===== src/rtl/arb_pkg.sv =====
// arb_pkg: shared types and defaults for the unified-memory port arbiter.
package arb_pkg;

   localparam int DEF_ADDR_W = 16;
   localparam int DEF_DATA_W = 32;

   // Instruction returned on the fetch port while nothing has been fetched yet.
   localparam logic [15:0] NOP_INST = 16'h1000;

   typedef enum logic [1:0] {
      IDLE   = 2'd0,
      BUSY_I = 2'd1,
      BUSY_D = 2'd2
   } arb_state_t;

endpackage


===== src/rtl/fetch_line_buf.sv =====
// fetch_line_buf: one-entry fetch buffer (tag, valid bit, instruction).
// Present only when MEM_ARB_FETCH_BUF_EN is defined.
// Fill has priority over a same-cycle invalidate.
// The two never coincide because fills happen in BUSY_I and invalidates in IDLE.
`ifdef MEM_ARB_FETCH_BUF_EN
module fetch_line_buf
   import arb_pkg::*;
#(
   parameter int ADDR_W = DEF_ADDR_W
) (
   input  logic              clk,
   input  logic              rst,
   input  logic [ADDR_W-1:0] lookup_addr,
   output logic              hit,
   output logic [15:0]       data,
   input  logic              fill_en,
   input  logic [ADDR_W-1:0] fill_addr,
   input  logic [15:0]       fill_data,
   input  logic              inv_en,
   input  logic [ADDR_W-1:0] inv_addr
);

   logic [ADDR_W-1:0] tag_r;
   logic              tag_v_r;
   logic [15:0]       data_r;

   // Tag/data storage: reset clears, completed fetch fills, matching store invalidates.
   always_ff @(posedge clk) begin
      if (!rst) begin
         tag_r   <= '0;
         tag_v_r <= 1'b0;
         data_r  <= NOP_INST;
      end else if (fill_en) begin
         tag_r   <= fill_addr;
         tag_v_r <= 1'b1;
         data_r  <= fill_data;
      end else if (inv_en && (inv_addr == tag_r)) begin
         tag_v_r <= 1'b0;
      end else begin
         tag_v_r <= tag_v_r;
      end
   end

   assign hit  = tag_v_r && (lookup_addr == tag_r);
   assign data = data_r;

endmodule
`endif


===== src/rtl/mem_port_arbiter.sv =====
// mem_port_arbiter: shares one fixed-latency single-ported memory between
// instruction fetch and the data stage.
// It grants one access at a time and counts out MEM_LAT.
// It returns read data with a one-cycle valid pulse.
// Optional feature: define MEM_ARB_FETCH_BUF_EN to add a one-entry fetch buffer
// that answers repeated fetches without a memory access.
module mem_port_arbiter
   import arb_pkg::*;
#(
   parameter int MEM_LAT = 2,
   parameter int ADDR_W  = DEF_ADDR_W,
   parameter int DATA_W  = DEF_DATA_W
) (
   input  logic              clk,
   input  logic              rst,
   input  logic              if_req,
   input  logic [ADDR_W-1:0] if_addr,
   output logic              if_valid,
   output logic [15:0]       if_rdata,
   input  logic              dm_req,
   input  logic              dm_we,
   input  logic [ADDR_W-1:0] dm_addr,
   input  logic [DATA_W-1:0] dm_wdata,
   output logic              dm_valid,
   output logic [DATA_W-1:0] dm_rdata,
   input  logic              halt,
   output logic              mem_en,
   output logic              mem_we,
   output logic [ADDR_W-1:0] mem_addr,
   output logic [DATA_W-1:0] mem_wdata,
   input  logic [DATA_W-1:0] mem_rdata,
   output logic              stall_fetch,
   output logic              stall_mem
);

   arb_state_t        state_r;
   logic [2:0]        cnt_r;
   logic              last_was_d_r;

   logic              mem_en_r;
   logic              mem_we_r;
   logic [ADDR_W-1:0] mem_addr_r;
   logic [DATA_W-1:0] mem_wdata_r;
   logic              if_valid_r;
   logic [15:0]       if_rdata_r;
   logic              dm_valid_r;
   logic [DATA_W-1:0] dm_rdata_r;

   logic              hit_s;
   logic              fetch_ok_s;
   logic              grant_i_s;
   logic              grant_d_s;
   logic [15:0]       buf_data_s;

`ifdef MEM_ARB_FETCH_BUF_EN
   logic buf_hit_s;
   logic fill_en_s;
   logic inv_en_s;

   // Every completed memory fetch refills the buffer.
   // A granted store to the tagged address kills it.
   assign fill_en_s = (state_r == BUSY_I) && (cnt_r == 3'd0);
   assign inv_en_s  = grant_d_s && dm_we;
   assign hit_s     = (state_r == IDLE) && if_req && !halt && buf_hit_s;

   fetch_line_buf #(
      .ADDR_W (ADDR_W)
   ) u_fetch_line_buf (
      .clk         (clk),
      .rst         (rst),
      .lookup_addr (if_addr),
      .hit         (buf_hit_s),
      .data        (buf_data_s),
      .fill_en     (fill_en_s),
      .fill_addr   (mem_addr_r),
      .fill_data   (mem_rdata[15:0]),
      .inv_en      (inv_en_s),
      .inv_addr    (dm_addr)
   );
`else
   assign hit_s      = 1'b0;
   assign buf_data_s = NOP_INST;
`endif

   // Arbitration in IDLE: data wins unless it won last time and fetch is eligible.
   // Halt and buffer hits remove fetch from contention.
   always_comb begin
      fetch_ok_s = 1'b0;
      grant_d_s  = 1'b0;
      grant_i_s  = 1'b0;
      if (state_r == IDLE) begin
         fetch_ok_s = if_req && !halt && !hit_s;
         grant_d_s  = dm_req && !(fetch_ok_s && last_was_d_r);
         grant_i_s  = fetch_ok_s && !grant_d_s;
      end else begin
         fetch_ok_s = 1'b0;
         grant_d_s  = 1'b0;
         grant_i_s  = 1'b0;
      end
   end

   // Sequencer: grant captures the request and strobes memory.
   // The latency counter runs down, then the read data is captured with a valid pulse.
   always_ff @(posedge clk) begin
      if (!rst) begin
         state_r      <= IDLE;
         cnt_r        <= 3'd0;
         last_was_d_r <= 1'b0;
         mem_en_r     <= 1'b0;
         mem_we_r     <= 1'b0;
         mem_addr_r   <= '0;
         mem_wdata_r  <= '0;
         if_valid_r   <= 1'b0;
         if_rdata_r   <= NOP_INST;
         dm_valid_r   <= 1'b0;
         dm_rdata_r   <= '0;
      end else begin
         mem_en_r   <= 1'b0;
         mem_we_r   <= 1'b0;
         if_valid_r <= 1'b0;
         dm_valid_r <= 1'b0;
         case (state_r)
            IDLE: begin
               if (grant_d_s) begin
                  state_r      <= BUSY_D;
                  cnt_r        <= 3'(MEM_LAT);
                  last_was_d_r <= 1'b1;
                  mem_en_r     <= 1'b1;
                  mem_we_r     <= dm_we;
                  mem_addr_r   <= dm_addr;
                  mem_wdata_r  <= dm_wdata;
               end else if (grant_i_s) begin
                  state_r      <= BUSY_I;
                  cnt_r        <= 3'(MEM_LAT);
                  last_was_d_r <= 1'b0;
                  mem_en_r     <= 1'b1;
                  mem_addr_r   <= if_addr;
               end else begin
                  state_r <= IDLE;
               end
               if (hit_s) begin
                  if_valid_r <= 1'b1;
                  if_rdata_r <= buf_data_s;
               end else begin
                  if_rdata_r <= if_rdata_r;
               end
            end
            BUSY_I: begin
               if (cnt_r == 3'd0) begin
                  state_r    <= IDLE;
                  if_valid_r <= 1'b1;
                  if_rdata_r <= mem_rdata[15:0];
               end else begin
                  cnt_r <= cnt_r - 3'd1;
               end
            end
            BUSY_D: begin
               if (cnt_r == 3'd0) begin
                  state_r    <= IDLE;
                  dm_valid_r <= 1'b1;
                  dm_rdata_r <= mem_rdata;
               end else begin
                  cnt_r <= cnt_r - 3'd1;
               end
            end
            default: begin
               state_r <= IDLE;
               cnt_r   <= 3'd0;
            end
         endcase
      end
   end

   assign mem_en      = mem_en_r;
   assign mem_we      = mem_we_r;
   assign mem_addr    = mem_addr_r;
   assign mem_wdata   = mem_wdata_r;
   assign if_valid    = if_valid_r;
   assign if_rdata    = if_rdata_r;
   assign dm_valid    = dm_valid_r;
   assign dm_rdata    = dm_rdata_r;

   assign stall_fetch = if_req & ~if_valid_r;
   assign stall_mem   = dm_req & ~dm_valid_r;

endmodule


===== config.mk =====
export PLATFORM = sky130hd
export DESIGN_NAME = mem_port_arbiter
export DESIGN_NICKNAME = d
export VERILOG_FILES = /design/src/rtl/arb_pkg.sv /design/src/rtl/fetch_line_buf.sv /design/src/rtl/mem_port_arbiter.sv
export SDC_FILE = /design/constraint.sdc
export NUM_CORES = 1
export LEC_CHECK = 0
export ABC_AREA = 1
export BUFFER_PORTS_ARGS = -buffer_cell sky130_fd_sc_hd__buf_2
export CAP_MARGIN = 5
export CORE_MARGIN = 2
export CORE_UTILIZATION = 30
export DETAILED_ROUTE_END_ITERATION = 8
export SLEW_MARGIN = 20
export SYNTH_ARGS = -nofsm -noshare
export SYNTH_HDL_FRONTEND = slang
export SYNTH_SLANG_ARGS = --single-unit
export TNS_END_PERCENT = 30

===== constraint.sdc =====
create_clock -name clk -period 4.3 [get_ports clk]
set_clock_uncertainty 0.2 [all_clocks]
set_input_delay 0.215 -clock clk [delete_from_list [all_inputs] [get_ports clk]]
set_output_delay 0.215 -clock clk [all_outputs]
set_load 0.1 [all_outputs]

==> results.py <==
metrics = {
    "logic_synthesis": {
        "synth_mux_area_share_pct": 0,
        "syn_area_um2": 4340,
        "synth_xor_area_share_pct": 0,
        "synth_compound_area_share_pct": 10.4,
        "ys_ff_latch": 106,
        "synth-simple-area-share_pct": 30.2,
        "synth-edff-count": 0,
        "synthCells": 591,
        "syn-num-nets": 699,
        "synth_warnings": 0,
        "synth_top_area_cell": "dfxtp_1",
        "yosysSeqAreaShare_pct": 48.9,
        "synthAdderAreaFrac_pct": 1.73,
        "ys_types": 23,
        "synth_flop_cell": "dfxtp_1",
        "async_flop_share_pct": 0,
        "netlist_top_cells_area": "dfxtp_1 49%, nand2_1 15%, a21oi_1 9.9%",
        "synth_top_family_by_area": "simple AND/OR/NAND/NOR gates",
        "avgSynthCellArea_um2": 7.34,
        "yosysTopAreaCellShare_pct": 48.9,
    },
    "floorplan": {
        "die_area_um2": 15400,
        "fp-row-count": 43,
        "die_h_um": 124,
        "fp.dieW_um": 124,
        "start_util_pct": 31.0,
        "coreArea_um2": 14000,
        "io_pins": 204,
    },
    "sta": {
        "fmax_mhz": 328,
        "finalSetupTns_ns": 0,
        "fin_crit_ns": 3.05,
        "rsz0062_at_grt": "no",
        "relSlewSlack_pct": 41.5,
        "holdWs_ns": 0.0309,
        "final-hold-violation-count": 0,
        "drv_slew": 0,
        "finalCritPeriodShare_pct": 71.0,
        "tightestPinTransition_ns": 0.875,
        "setup-violations-final": 0,
    },
    "global_routing": {
        "antenna_found_initial": 0,
        "grt_pass1_vias": 4481,
        "grt_overflow": 0,
        "grt_first_pass_wirelength_um": 22000,
        "track_usage_pct": 17.2,
        "grt_max_degree": 55,
    },
    "clock_tree": {
        "clockBufferDepth": 2,
        "clock_latency_ns": 0.34,
        "cts.clk_slew.worst_paths_ns": 0.07,
        "cts_resized": 0,
        "cts.sinks": 106,
        "cts_setup_buffers": 0,
        "cts-hold-fix-buffers": 68,
        "cts_tree": "built",
        "clock-root-buffer": "clkbuf_16",
        "numCtsBuffers": 9,
        "htree_levels": 3,
    },
    "power_and_ir_drop": {
        "p_per_area_nw_per_um2": 685,
        "p_total_uw": 4370,
        "max-vdd-ir-drop_mv": 0.398,
        "p_leak_uw": 0.00302,
    },
    "detailed_routing": {
        "drc_errors": 0,
        "first_pass_iters": 5,
        "drt-total-wl_um": 13400,
        "routedWlPerCell_um": 13.1,
        "ant_nets": 0,
        "via_count": 4598,
        "drtIter0Drc": 204,
        "viasPerCell": 4.49,
    },
    "setup_path": {
        "path_class": "reg2reg",
        "r2r-start": "cnt_r[0]",
        "worstPathArrival_ns": 3.14,
        "cp-startpoint": "cnt_r[0]",
        "path_max_fanout": 35,
        "worst_setup_path_end_kind": "flip-flop",
        "cp-start-kind": "flip-flop",
        "required_ns": 4.39,
        "reg2regPathDepth": 9,
        "r2r_setup_slack_ns": 1.25,
    },
    "hold_path": {
        "min_path_type": "in2reg",
        "hp-start": "dm_addr[2]",
        "hold_depth": 5,
    },
    "layout": {
        "final_area_um2": 6380,
        "antenna_cells": 0,
        "layout.cells.most_common": "buf_2",
        "mostFrequentLayoutCells": "203 x buf_2, 169 x nand2_1, 106 x dfxtp_1",
        "layout-drive-gt1-share_pct": 28.6,
        "fin_nets": 946,
        "fin_cells": 1023,
        "syn2layout_area_growth_pct": 47.1,
        "num-fill-cells": 1421,
    },
    "place": {
        "place.gp.congestion": 0.777,
        "dpl-instance-area_um2": 5400,
        "io_buffers": 203,
        "dp_hpwl_um": 8480,
        "place_inst": 939,
    },
    "flow_run": {
        "drv_cap": 0,
    },
    "status": {
        "status": "completed",
    },
}
==> synthesized netlist by cell type, types with 2 or more instances <==
cell / n
nand2_1: 169
dfxtp_1: 106
a21oi_1: 86
nor2_1: 65
inv_1: 42
nand3_1: 38
nand4_1: 17
clkbuf_1: 16
buf_2: 15
nor2_2: 8
ha_1: 6
buf_4: 5
o21ai_0: 4
inv_2: 3
buf_6: 2
nand3_4: 2
==> cells by family after synthesis <==
group,count (synthesis)
AO/OA/AOI/OAI,90
adder cells (fa/ha/maj),6
flip-flops,106
AND/OR/NAND/NOR,305
buffers and inverters,84
==> final cells by class <==
cell class | instances | area, um2 | area share, %
multi-input combinational | 401 | 1840 | 28.8
timing repair buffer | 275 | 1730 | 27.0
sequential | 106 | 2120 | 33.2
inverter | 45 | 170 | 2.67
clock buffer | 9 | 225 | 3.53
clock inverter | 7 | 77.6 | 1.21
tap | 180 | 225 | 3.53
==> power by group <==
group / internal [uW] / switching [uW] / leakage, uW
Clock: 455 / 390 / 0.000134
Combinational: 425 / 1850 / 0.00202
Sequential: 1160 / 93.6 / 0.000865
==> routing by layer <==
metal | wire length, um | up-vias | GRT usage, % | part of all wire, %
met5 | 0 | - | 0 | 0
met4 | 366 | 0 | 6.28 | 2.7
met3 | 1020 | 27 | 6.19 | 7.6
met2 | 5960 | 189 | 27.9 | 45
met1 | 6050 | 2009 | 21.0 | 45
li1 | - | 2373 | - | -
==> per-stage QoR <==
stage | utilization, % | setup slack, ns
after floorplan | - | 1.84
final | 45.6 | 1.25
after global placement | 38.6 | 1.31
after CTS | 45.6 | 1.22
after detailed placement | 38.6 | 1.25
after global routing | 45.6 | 0.950
==> worst paths after layout <==
path                                endpoint
worst max register to register  if_rdata[12]
worst max-delay path            if_rdata[12]
worst min-delay path             mem_addr[2]
worst min register to register  dm_rdata[11]
==> worst max-delay path, stage by stage (launching register included) <==
cell and delay (ns):
dfxtp_1 0.31, inv_1 0.09, ha_1 0.15, inv_1 0.06, nor2_4 0.66, nand2_2 0.44, inv_2 0.38, nand2_1 0.09
nand3_1 0.07, dlygate4sd3_1 0.53
==> state kept, by name, indices dropped and copies added, names as in the netlist <==
register and flops:
dm_valid 1, state_r 2, if_valid 1, last_was_d_r 1, mem_we 1, if_rdata 16, mem_addr 16, cnt_r 3
mem_en 1, dm_rdata 32, mem_wdata 32
Note: power is estimated with default switching activity, not from simulation.
